`src/rtl/rx_frame_pkg.sv`:
```
// Shared definitions for the rx frame recorder: FSM state encoding,
// frame-info word field widths/offsets and a packing helper.
package rx_frame_pkg;

    typedef enum logic [2:0] {
        ST_IDLE  = 3'b001,
        ST_RECV  = 3'b010,
        ST_CLOSE = 3'b100
    } state_t;

    localparam int INFO_CNT_W = 12;
    localparam int INFO_MS_W  = 12;
    localparam int INFO_ACQ_W = 4;
    localparam int INFO_W     = INFO_CNT_W + INFO_MS_W + INFO_ACQ_W;

    localparam int ACQ_LSB = 0;
    localparam int MS_LSB  = ACQ_LSB + INFO_ACQ_W;
    localparam int CNT_LSB = MS_LSB + INFO_MS_W;

    localparam logic [15:0] GAP_MAX = 16'hFFFF;

    // frame_info = {byte count, ms stamp, 0.1 ms stamp}
    function automatic logic [INFO_W-1:0] packInfo(
        input logic [INFO_CNT_W-1:0] cnt,
        input logic [INFO_MS_W-1:0]  ms,
        input logic [INFO_ACQ_W-1:0] acq
    );
        logic [INFO_W-1:0] w;
        w = '0;
        w[CNT_LSB +: INFO_CNT_W] = cnt;
        w[MS_LSB  +: INFO_MS_W]  = ms;
        w[ACQ_LSB +: INFO_ACQ_W] = acq;
        return w;
    endfunction

endpackage

```
`src/rtl/rx_frame_recorder_fifo.sv`:
```
// frame_info_fifo: first-word-fall-through register-array FIFO for the
// frame-info words.
// Ports:
//   clk, rst   clock, asynchronous active-low reset
//   n_we       active-low push (ignored when full unless a pop happens too)
//   n_re       active-low pop (ignored when empty)
//   n_clr      active-low synchronous clear, wins over push/pop
//   dIn        word to push
//   dOut       head word, 0 when empty
//   count      entries held, 0..DEPTH
//   full/empty status flags
module frame_info_fifo
    import rx_frame_pkg::*;
#(
    parameter int DEPTH = 8,
    parameter int WIDTH = INFO_W
) (
    input  logic             clk,
    input  logic             rst,
    input  logic             n_we,
    input  logic             n_re,
    input  logic             n_clr,
    input  logic [WIDTH-1:0] dIn,
    output logic [WIDTH-1:0] dOut,
    output logic [6:0]       count,
    output logic             full,
    output logic             empty
);
    localparam int PW = $clog2(DEPTH);

    logic [WIDTH-1:0] mem [DEPTH];
    logic [PW-1:0]    wrPtr;
    logic [PW-1:0]    rdPtr;
    logic             doPush;
    logic             doPop;

    assign empty = (count == 7'd0);
    assign full  = (count == 7'(DEPTH));
    assign doPop = !n_re && !empty;
    // A pop in the same cycle frees the slot, so a push into a full FIFO
    // is accepted when it coincides with a pop.
    assign doPush = !n_we && (!full || doPop);

    always_ff @(posedge clk or negedge rst) begin
        if (!rst) begin
            wrPtr <= '0;
            rdPtr <= '0;
            count <= '0;
        end else if (!n_clr) begin
            wrPtr <= '0;
            rdPtr <= '0;
            count <= '0;
        end else begin
            if (doPush) wrPtr <= wrPtr + 1'b1;
            if (doPop)  rdPtr <= rdPtr + 1'b1;
            case ({doPush, doPop})
                2'b10:   count <= count + 7'd1;
                2'b01:   count <= count - 7'd1;
                default: count <= count;
            endcase
        end
    end

    // Storage needs no reset: the head is masked to 0 while empty.
    always_ff @(posedge clk) begin
        if (doPush && n_clr) mem[wrPtr] <= dIn;
    end

    assign dOut = empty ? '0 : mem[rdPtr];

endmodule

```
`src/rtl/rx_frame_recorder.sv`:
```
// rx_frame_recorder: watches bytes written into the rx data FIFO, splits
// them into frames on an idle gap counted in AcqSig ticks, and queues one
// frame-info word per closed frame for the CPU.
// Ports:
//   clk, rst                 clock, asynchronous active-low reset
//   p_Enable_i               block enable; low drops any open frame
//   n_Clr_i                  active-low clear of info FIFO, open frame, overflow flag
//   p_ByteWr_i               one pulse per received byte
//   AcqSig_i                 acquisition tick used for gap timing
//   FrameGapSet_i            closing gap in ticks (0 behaves as 1)
//   acqurate_stamp_i         0.1 ms stamp of the current byte
//   millisecond_stamp_i      ms stamp of the current byte
//   n_RxFrameInfo_Rd_i       active-low pop of the info FIFO
//   RxFrameInfo_o            head info word {count, ms, acq}, 0 when empty
//   p_RxFrame_Empty_o/Full_o info FIFO status
//   FrameNum_o               entries held
//   p_FrameOver_o            sticky: a closed frame was lost to a full FIFO
module rx_frame_recorder
    import rx_frame_pkg::*;
#(
    parameter int DEPTH = 8,
    parameter int CNT_W = 12
) (
    input  logic        clk,
    input  logic        rst,
    input  logic        p_Enable_i,
    input  logic        n_Clr_i,
    input  logic        p_ByteWr_i,
    input  logic        AcqSig_i,
    input  logic [15:0] FrameGapSet_i,
    input  logic [3:0]  acqurate_stamp_i,
    input  logic [11:0] millisecond_stamp_i,
    input  logic        n_RxFrameInfo_Rd_i,
    output logic [27:0] RxFrameInfo_o,
    output logic        p_RxFrame_Empty_o,
    output logic        p_RxFrame_Full_o,
    output logic [6:0]  FrameNum_o,
    output logic        p_FrameOver_o
);
    localparam logic [CNT_W-1:0] CNT_MAX = '1;

    state_t           state;
    state_t           nextState;
    logic [CNT_W-1:0] byteCnt;
    logic [15:0]      gapCnt;
    logic [11:0]      msLat;
    logic [3:0]       acqLat;
    logic [15:0]      gapLimit;
    logic             byteIn;
    logic             gapExpired;
    logic             closing;
    logic             fifoFull;

    assign byteIn   = p_ByteWr_i && p_Enable_i;
    assign gapLimit = (FrameGapSet_i == 16'd0) ? 16'd1 : FrameGapSet_i;
    // Expiry is judged on the tick that would bring GapCnt to the limit; a
    // byte in the same cycle keeps the frame open.
    assign gapExpired = AcqSig_i && !p_ByteWr_i &&
                        (({1'b0, gapCnt} + 17'd1) >= {1'b0, gapLimit});

    always_ff @(posedge clk or negedge rst) begin
        if (!rst) state <= ST_IDLE;
        else      state <= nextState;
    end

    always_comb begin
        nextState = state;
        closing   = 1'b0;
        unique case (state)
            ST_IDLE:  if (byteIn) nextState = ST_RECV;
            ST_RECV:  if (gapExpired) nextState = ST_CLOSE;
            ST_CLOSE: begin
                closing   = 1'b1;
                nextState = byteIn ? ST_RECV : ST_IDLE;
            end
            default:  nextState = ST_IDLE;
        endcase
        if (!p_Enable_i || !n_Clr_i) begin
            nextState = ST_IDLE;
            closing   = 1'b0;
        end
    end

    always_ff @(posedge clk or negedge rst) begin
        if (!rst) begin
            byteCnt <= '0;
            gapCnt  <= '0;
            msLat   <= '0;
            acqLat  <= '0;
        end else if (!n_Clr_i || !p_Enable_i) begin
            byteCnt <= '0;
            gapCnt  <= '0;
        end else if (byteIn) begin
            msLat  <= millisecond_stamp_i;
            acqLat <= acqurate_stamp_i;
            gapCnt <= '0;
            // Only an already open frame accumulates; IDLE and CLOSE start fresh.
            if (state == ST_RECV)
                byteCnt <= (byteCnt == CNT_MAX) ? byteCnt : byteCnt + 1'b1;
            else
                byteCnt <= CNT_W'(1);
        end else begin
            if (state == ST_CLOSE) begin
                byteCnt <= '0;
                gapCnt  <= '0;
            end else if (state == ST_RECV && AcqSig_i && gapCnt != GAP_MAX) begin
                gapCnt <= gapCnt + 1'b1;
            end
        end
    end

    // A pop alongside the close makes room, so that case is not an overflow.
    always_ff @(posedge clk or negedge rst) begin
        if (!rst)
            p_FrameOver_o <= 1'b0;
        else if (!n_Clr_i)
            p_FrameOver_o <= 1'b0;
        else if (closing && fifoFull && n_RxFrameInfo_Rd_i)
            p_FrameOver_o <= 1'b1;
    end

    frame_info_fifo #(
        .DEPTH(DEPTH),
        .WIDTH(INFO_W)
    ) uFifo (
        .clk   (clk),
        .rst   (rst),
        .n_we  (!closing),
        .n_re  (n_RxFrameInfo_Rd_i),
        .n_clr (n_Clr_i),
        .dIn   (packInfo(byteCnt, msLat, acqLat)),
        .dOut  (RxFrameInfo_o),
        .count (FrameNum_o),
        .full  (fifoFull),
        .empty (p_RxFrame_Empty_o)
    );

    assign p_RxFrame_Full_o = fifoFull;

endmodule

```
`config.mk`:
```
export PLATFORM = sky130hd
export DESIGN_NAME = rx_frame_recorder
export DESIGN_NICKNAME = d
export VERILOG_FILES = /design/src/rtl/rx_frame_pkg.sv /design/src/rtl/rx_frame_recorder_fifo.sv /design/src/rtl/rx_frame_recorder.sv
export SDC_FILE = /design/constraint.sdc
export NUM_CORES = 1
export LEC_CHECK = 0
export ABC_CLOCK_PERIOD_IN_PS = 9830
export BUFFER_PORTS_ARGS = -buffer_cell sky130_fd_sc_hd__buf_4
export CAP_MARGIN = 20
export CORE_UTILIZATION = 65
export CTS_CLUSTER_SIZE = 28
export DETAILED_ROUTE_END_ITERATION = 6
export GPL_ROUTABILITY_DRIVEN = 0
export PLACE_DENSITY_LB_ADDON = 0.15
export REMOVE_ABC_BUFFERS = 1
export SLEW_MARGIN = 5
export SYNTH_ARGS = -nofsm -noshare
export SYNTH_HDL_FRONTEND = slang
export SYNTH_SLANG_ARGS = --single-unit
```
`constraint.sdc`:
```
create_clock -name clk -period 9.83 [get_ports clk]
set_input_delay 0.983 -clock clk [delete_from_list [all_inputs] [get_ports clk]]
set_output_delay 0.983 -clock clk [all_outputs]
set_load 0.05 [all_outputs]
```
==> impl_metrics.prom <==
# TYPE chip_impl_metric gauge
chip_impl_metric{name="power_report.internal_total",unit="mW"} 2.39
chip_impl_info{name="run_status",value="finished, final reports clean"} 1
chip_impl_metric{name="seq_power_share",unit=""} 0.383
chip_impl_metric{name="avgSynthCellArea",unit="µm²"} 16.1
chip_impl_metric{name="postSynth.asyncResetShare",unit=""} 0.214
chip_impl_metric{name="clkPwrFrac",unit=""} 0.283
chip_impl_info{name="unrepaired_setup_endpoints_after_global_routing",value="false"} 1
chip_impl_metric{name="finalHoldViolations",unit=""} 0
chip_impl_info{name="synth.largest_area_cell",value="sky130_fd_sc_hd__edfxtp_1"} 1
chip_impl_metric{name="place.detailed.hpwl",unit="µm"} 13400
chip_impl_metric{name="clkSinkCount",unit=""} 285
chip_impl_metric{name="number_of_nets_still_failing_antenna_checks_after_routing",unit=""} 0
chip_impl_metric{name="use_met2",unit=""} 0.453
chip_impl_metric{name="initial_core_util",unit=""} 0.663
chip_impl_metric{name="area_grow_syn2layout",unit="%"} 14.5
chip_impl_metric{name="crit_path_max_incr_delay",unit="ns"} 0.56
chip_impl_info{name="critPathLaunchType",value="flip-flop"} 1
chip_impl_metric{name="slew_viol_final",unit=""} 0
chip_impl_metric{name="chipHeight",unit="µm"} 140
chip_impl_metric{name="grt.total_usage",unit=""} 0.263
chip_impl_metric{name="worst_ir_drop_vdd",unit="V"} 0.000263
chip_impl_info{name="critPathSlowestCell",value="sky130_fd_sc_hd__mux4_2"} 1
chip_impl_metric{name="num_rows",unit=""} 50
chip_impl_metric{name="cts.repair_timing.setup_buffer_count",unit=""} 0
chip_impl_metric{name="cts_made_buffers",unit=""} 28
chip_impl_metric{name="synth_edf_count",unit=""} 224
chip_impl_metric{name="cts.hold.buffers_added",unit=""} 0
chip_impl_metric{name="yosys_warnings",unit=""} 0
chip_impl_metric{name="minimum_setup_slack_after_placement",unit="ns"} 6.02
chip_impl_metric{name="routed_wire_length_per_instance",unit="µm"} 22.1
chip_impl_info{name="critical_path.cell_chain",value="buf_4 -> buf_16 -> mux4_2 -> mux2i_1 -> nor2_1 -> buf_4"} 1
chip_impl_metric{name="final_net_count",unit=""} 919
chip_impl_metric{name="number_of_setup_violations_in_the_final_report",unit=""} 0
chip_impl_metric{name="n_fill_cell",unit=""} 1101
chip_impl_info{name="yosys_most_used_dff",value="sky130_fd_sc_hd__edfxtp_1"} 1
chip_impl_metric{name="cp.buffers_inverters",unit=""} 3
chip_impl_info{name="grt-busiest-layer",value="met2"} 1
chip_impl_metric{name="wl",unit="µm"} 24500
chip_impl_metric{name="via_per_inst",unit=""} 6.29
chip_impl_metric{name="power_density",unit="nW/µm²"} 259
chip_impl_metric{name="gr-usage-met1",unit=""} 0.353
chip_impl_info{name="timing.critical_path.to_type",value="output port"} 1
chip_impl_metric{name="detail_route.iter0.violations",unit=""} 425
chip_impl_info{name="timing.rr.start",value="uFifo.count[0]"} 1
chip_impl_metric{name="drt_pass1_iterations",unit=""} 5
chip_impl_metric{name="grt_pass1_wl",unit="µm"} 38800
chip_impl_metric{name="insertedDiodeCount",unit=""} 0
chip_impl_metric{name="cts_htree_levels",unit=""} 1
chip_impl_metric{name="number_of_global_route_vias_before_repair",unit=""} 7208
chip_impl_metric{name="routed-via-count",unit=""} 6979
chip_impl_metric{name="yosys_register_bits",unit=""} 285
chip_impl_info{name="critical_path.most_common_cell",value="sky130_fd_sc_hd__buf_4"} 1
chip_impl_info{name="synthTopCellsByCount",value="sky130_fd_sc_hd__edfxtp_1, sky130_fd_sc_hd__nor2_1, sky130_fd_sc_hd__dfrtp_1"} 1
chip_impl_info{name="cts_tree",value="built"} 1
chip_impl_metric{name="worst-path-max-fanout",unit=""} 43
chip_impl_metric{name="totalNegativeSetupSlack",unit="ns"} 0
chip_impl_metric{name="final_layout_size_suffix_gt1_frac",unit=""} 0.262
chip_impl_info{name="synth_most_common_cell",value="sky130_fd_sc_hd__edfxtp_1"} 1
chip_impl_info{name="hp-class",value="reg -> reg"} 1
chip_impl_info{name="timing.hold.worst.start",value="p_FrameOver_o"} 1
chip_impl_metric{name="synth.cell_area",unit="µm²"} 12400
chip_impl_info{name="synth_top_area_cells",value="sky130_fd_sc_hd__edfxtp_1, sky130_fd_sc_hd__dfrtp_1, sky130_fd_sc_hd__mux4_2"} 1
chip_impl_metric{name="insertion_delay",unit="ns"} 0.53
chip_impl_metric{name="core_region",unit="µm²"} 18600
chip_impl_metric{name="worst_ep_required_time",unit="ns"} 8.85
chip_impl_metric{name="gr-usage-met3",unit=""} 0.0382
chip_impl_metric{name="finalCriticalPeriod",unit="ns"} 3.64
chip_impl_info{name="critPathLaunch",value="uFifo.rdPtr[0]"} 1
chip_impl_metric{name="yosysTopAreaCellShare",unit=""} 0.544
chip_impl_metric{name="max_slew_margin",unit=""} 0.267
chip_impl_metric{name="synth.yosys.seq_area_share",unit=""} 0.668
chip_impl_metric{name="final_min_period_over_clock_period",unit=""} 0.371
chip_impl_metric{name="grt_max_degree",unit=""} 62
chip_impl_metric{name="max_freq",unit="GHz"} 0.274
chip_impl_metric{name="clk_pin_slew_worst_paths",unit="ns"} 0.06
chip_impl_metric{name="antenna_found_initial",unit=""} 0
chip_impl_metric{name="logic_pwr_share",unit=""} 0.334
chip_impl_info{name="setup.worst_path.class",value="reg -> out"} 1
chip_impl_metric{name="p_switching",unit="mW"} 1.27
chip_impl_info{name="critical_path.top_delay_family",value="buffers and inverters"} 1
chip_impl_metric{name="power.switching_fraction",unit=""} 0.348
chip_impl_metric{name="residual_overflow_from_global_routing",unit=""} 0
chip_impl_metric{name="floorplan.die_area",unit="µm²"} 19600
chip_impl_info{name="cts.root.buffer_cell",value="sky130_fd_sc_hd__clkbuf_16"} 1
chip_impl_metric{name="design.portCount",unit=""} 77
chip_impl_metric{name="netlist_instances",unit=""} 767
chip_impl_metric{name="ys_types",unit=""} 56
chip_impl_metric{name="final_critical_path_setup_slack",unit="ns"} 6.19
chip_impl_metric{name="regToRegSetupSlack",unit="ns"} 6.19
chip_impl_metric{name="max_slew.worst_pin.slew",unit="ns"} 1.10
chip_impl_metric{name="ctsResizeCount",unit=""} 0
chip_impl_metric{name="crit_arrival",unit="ns"} 2.66
chip_impl_metric{name="cts_max_path_buffers",unit=""} 3
chip_impl_metric{name="remaining_drc_errors",unit=""} 0
chip_impl_metric{name="static-leakage-power",unit="nW"} 5.25
chip_impl_metric{name="clock_skew_after_layout",unit="ns"} 0.00947
chip_impl_metric{name="place.port_buffers",unit=""} 76
chip_impl_metric{name="cap_viol_max_count",unit=""} 0
chip_impl_metric{name="die_x",unit="µm"} 140
[metal layers]
layer,part of all wire,routed length [µm]
met5,0,0
met4,0.018,452
met3,0.065,1590
met2,0.51,12500
met1,0.41,10000
[final cells by class]
cell class,count,area [µm²],share of cell area
clock buffer,40,827,0.0584
tap,234,293,0.0207
sequential,285,8260,0.584
clock inverter,11,82.6,0.00584
timing repair buffer,88,681,0.0481
multi-input combinational,433,3940,0.278
inverter,18,67.6,0.00477
[path summary, 6_finish.rpt]
| path | depth (start not counted) | endpoint |
|---|---|---|
| max in group asynchronous | 1 | uFifo.rdPtr[0] |
| worst min-delay path | 2 | p_FrameOver_o |
| min in group asynchronous | 1 | gapCnt[1] |
| worst max register to register | 10 | uFifo.count[5] |
| worst min register to register | 2 | p_FrameOver_o |
| worst max-delay path | 6 | RxFrameInfo_o[24] |
[metrics by stage]
stage / utilization / power, mW / std cells / instance area (µm²) / hold WS, ns
2_1_floorplan: - / 2.29 / 736 / 12200 / 0.528
3_3_place_gp: 0.709 / 2.61 / 1057 / 13200 / 0.500
4_1_cts: 0.758 / 3.67 / 1108 / 14100 / 0.534
3_5_place_dp: 0.709 / 2.64 / 1057 / 13200 / 0.508
6_report: 0.759 / 3.66 / 1109 / 14200 / 0.525
5_1_grt: 0.759 / 3.80 / 1109 / 14200 / 0.579
[layout by cell type, fill, tap and decap left out, types with 6 or more instances in the layout]
cell | netlist | routed
sky130_fd_sc_hd__edfxtp_1 | 224 | 224
sky130_fd_sc_hd__nand3_1 | 16 | 16
sky130_fd_sc_hd__mux2_2 | 16 | 16
sky130_fd_sc_hd__clkbuf_16 | 0 | 29
sky130_fd_sc_hd__nor4_1 | 9 | 8
sky130_fd_sc_hd__ha_1 | 25 | 25
sky130_fd_sc_hd__nand2b_1 | 11 | 11
sky130_fd_sc_hd__xor2_1 | 11 | 11
sky130_fd_sc_hd__mux2i_1 | 35 | 35
sky130_fd_sc_hd__inv_1 | 18 | 18
sky130_fd_sc_hd__xnor2_1 | 25 | 25
sky130_fd_sc_hd__nand2_1 | 29 | 29
sky130_fd_sc_hd__nor2_1 | 77 | 73
sky130_fd_sc_hd__o21ai_0 | 7 | 7
sky130_fd_sc_hd__mux4_2 | 56 | 56
sky130_fd_sc_hd__o21ai_1 | 8 | 8
sky130_fd_sc_hd__a211oi_1 | 8 | 8
sky130_fd_sc_hd__clkbuf_8 | 0 | 6
sky130_fd_sc_hd__dfrtp_1 | 60 | 57
sky130_fd_sc_hd__nor3_1 | 18 | 14
sky130_fd_sc_hd__buf_4 | 0 | 87
sky130_fd_sc_hd__a21oi_1 | 19 | 19
[registers in the layout (all words and copies together), names as in the netlist]
signal	flops
uFifo.mem	224
gapCnt	16
byteCnt	12
msLat	12
uFifo.count	7
acqLat	4
state	3
uFifo.rdPtr	3
uFifo.wrPtr	3
p_FrameOver_o	1
[worst register-to-register path: stages (launching register included)]
cell	delay [ns]
sky130_fd_sc_hd__dfrtp_1	0.47
sky130_fd_sc_hd__or4_1	0.62
sky130_fd_sc_hd__nor2_2	0.14
sky130_fd_sc_hd__buf_4	0.41
sky130_fd_sc_hd__nor3_1	0.26
sky130_fd_sc_hd__ha_1	0.37
sky130_fd_sc_hd__a211oi_1	0.23
sky130_fd_sc_hd__nor2_1	0.11
sky130_fd_sc_hd__or4b_2	0.61
sky130_fd_sc_hd__a41o_1	0.20
sky130_fd_sc_hd__a21oi_1	0.14
[power groups by stage]
stage / Clock [mW] / Combinational (mW) / Sequential [mW]
6_report: 1.04 / 1.22 / 1.40
5_1_grt: 1.09 / 1.30 / 1.41
4_1_cts: 1.05 / 1.22 / 1.40
3_5_place_dp: 0 / 1.21 / 1.43
2_1_floorplan: 0 / 0.779 / 1.51
3_3_place_gp: 0 / 1.19 / 1.42
[cells by family after synthesis]
| group | synth area share |
|---|---|
| multiplexers | 0.145 |
| flip-flops | 0.668 |
| buffers and inverters | 0.0160 |
| XOR/XNOR | 0.0255 |
| adder cells (fa/ha/maj) | 0.0269 |
| AND/OR/NAND/NOR | 0.0805 |
| AO/OA/AOI/OAI | 0.0380 |
Note: power is estimated with default switching activity, not from simulation.
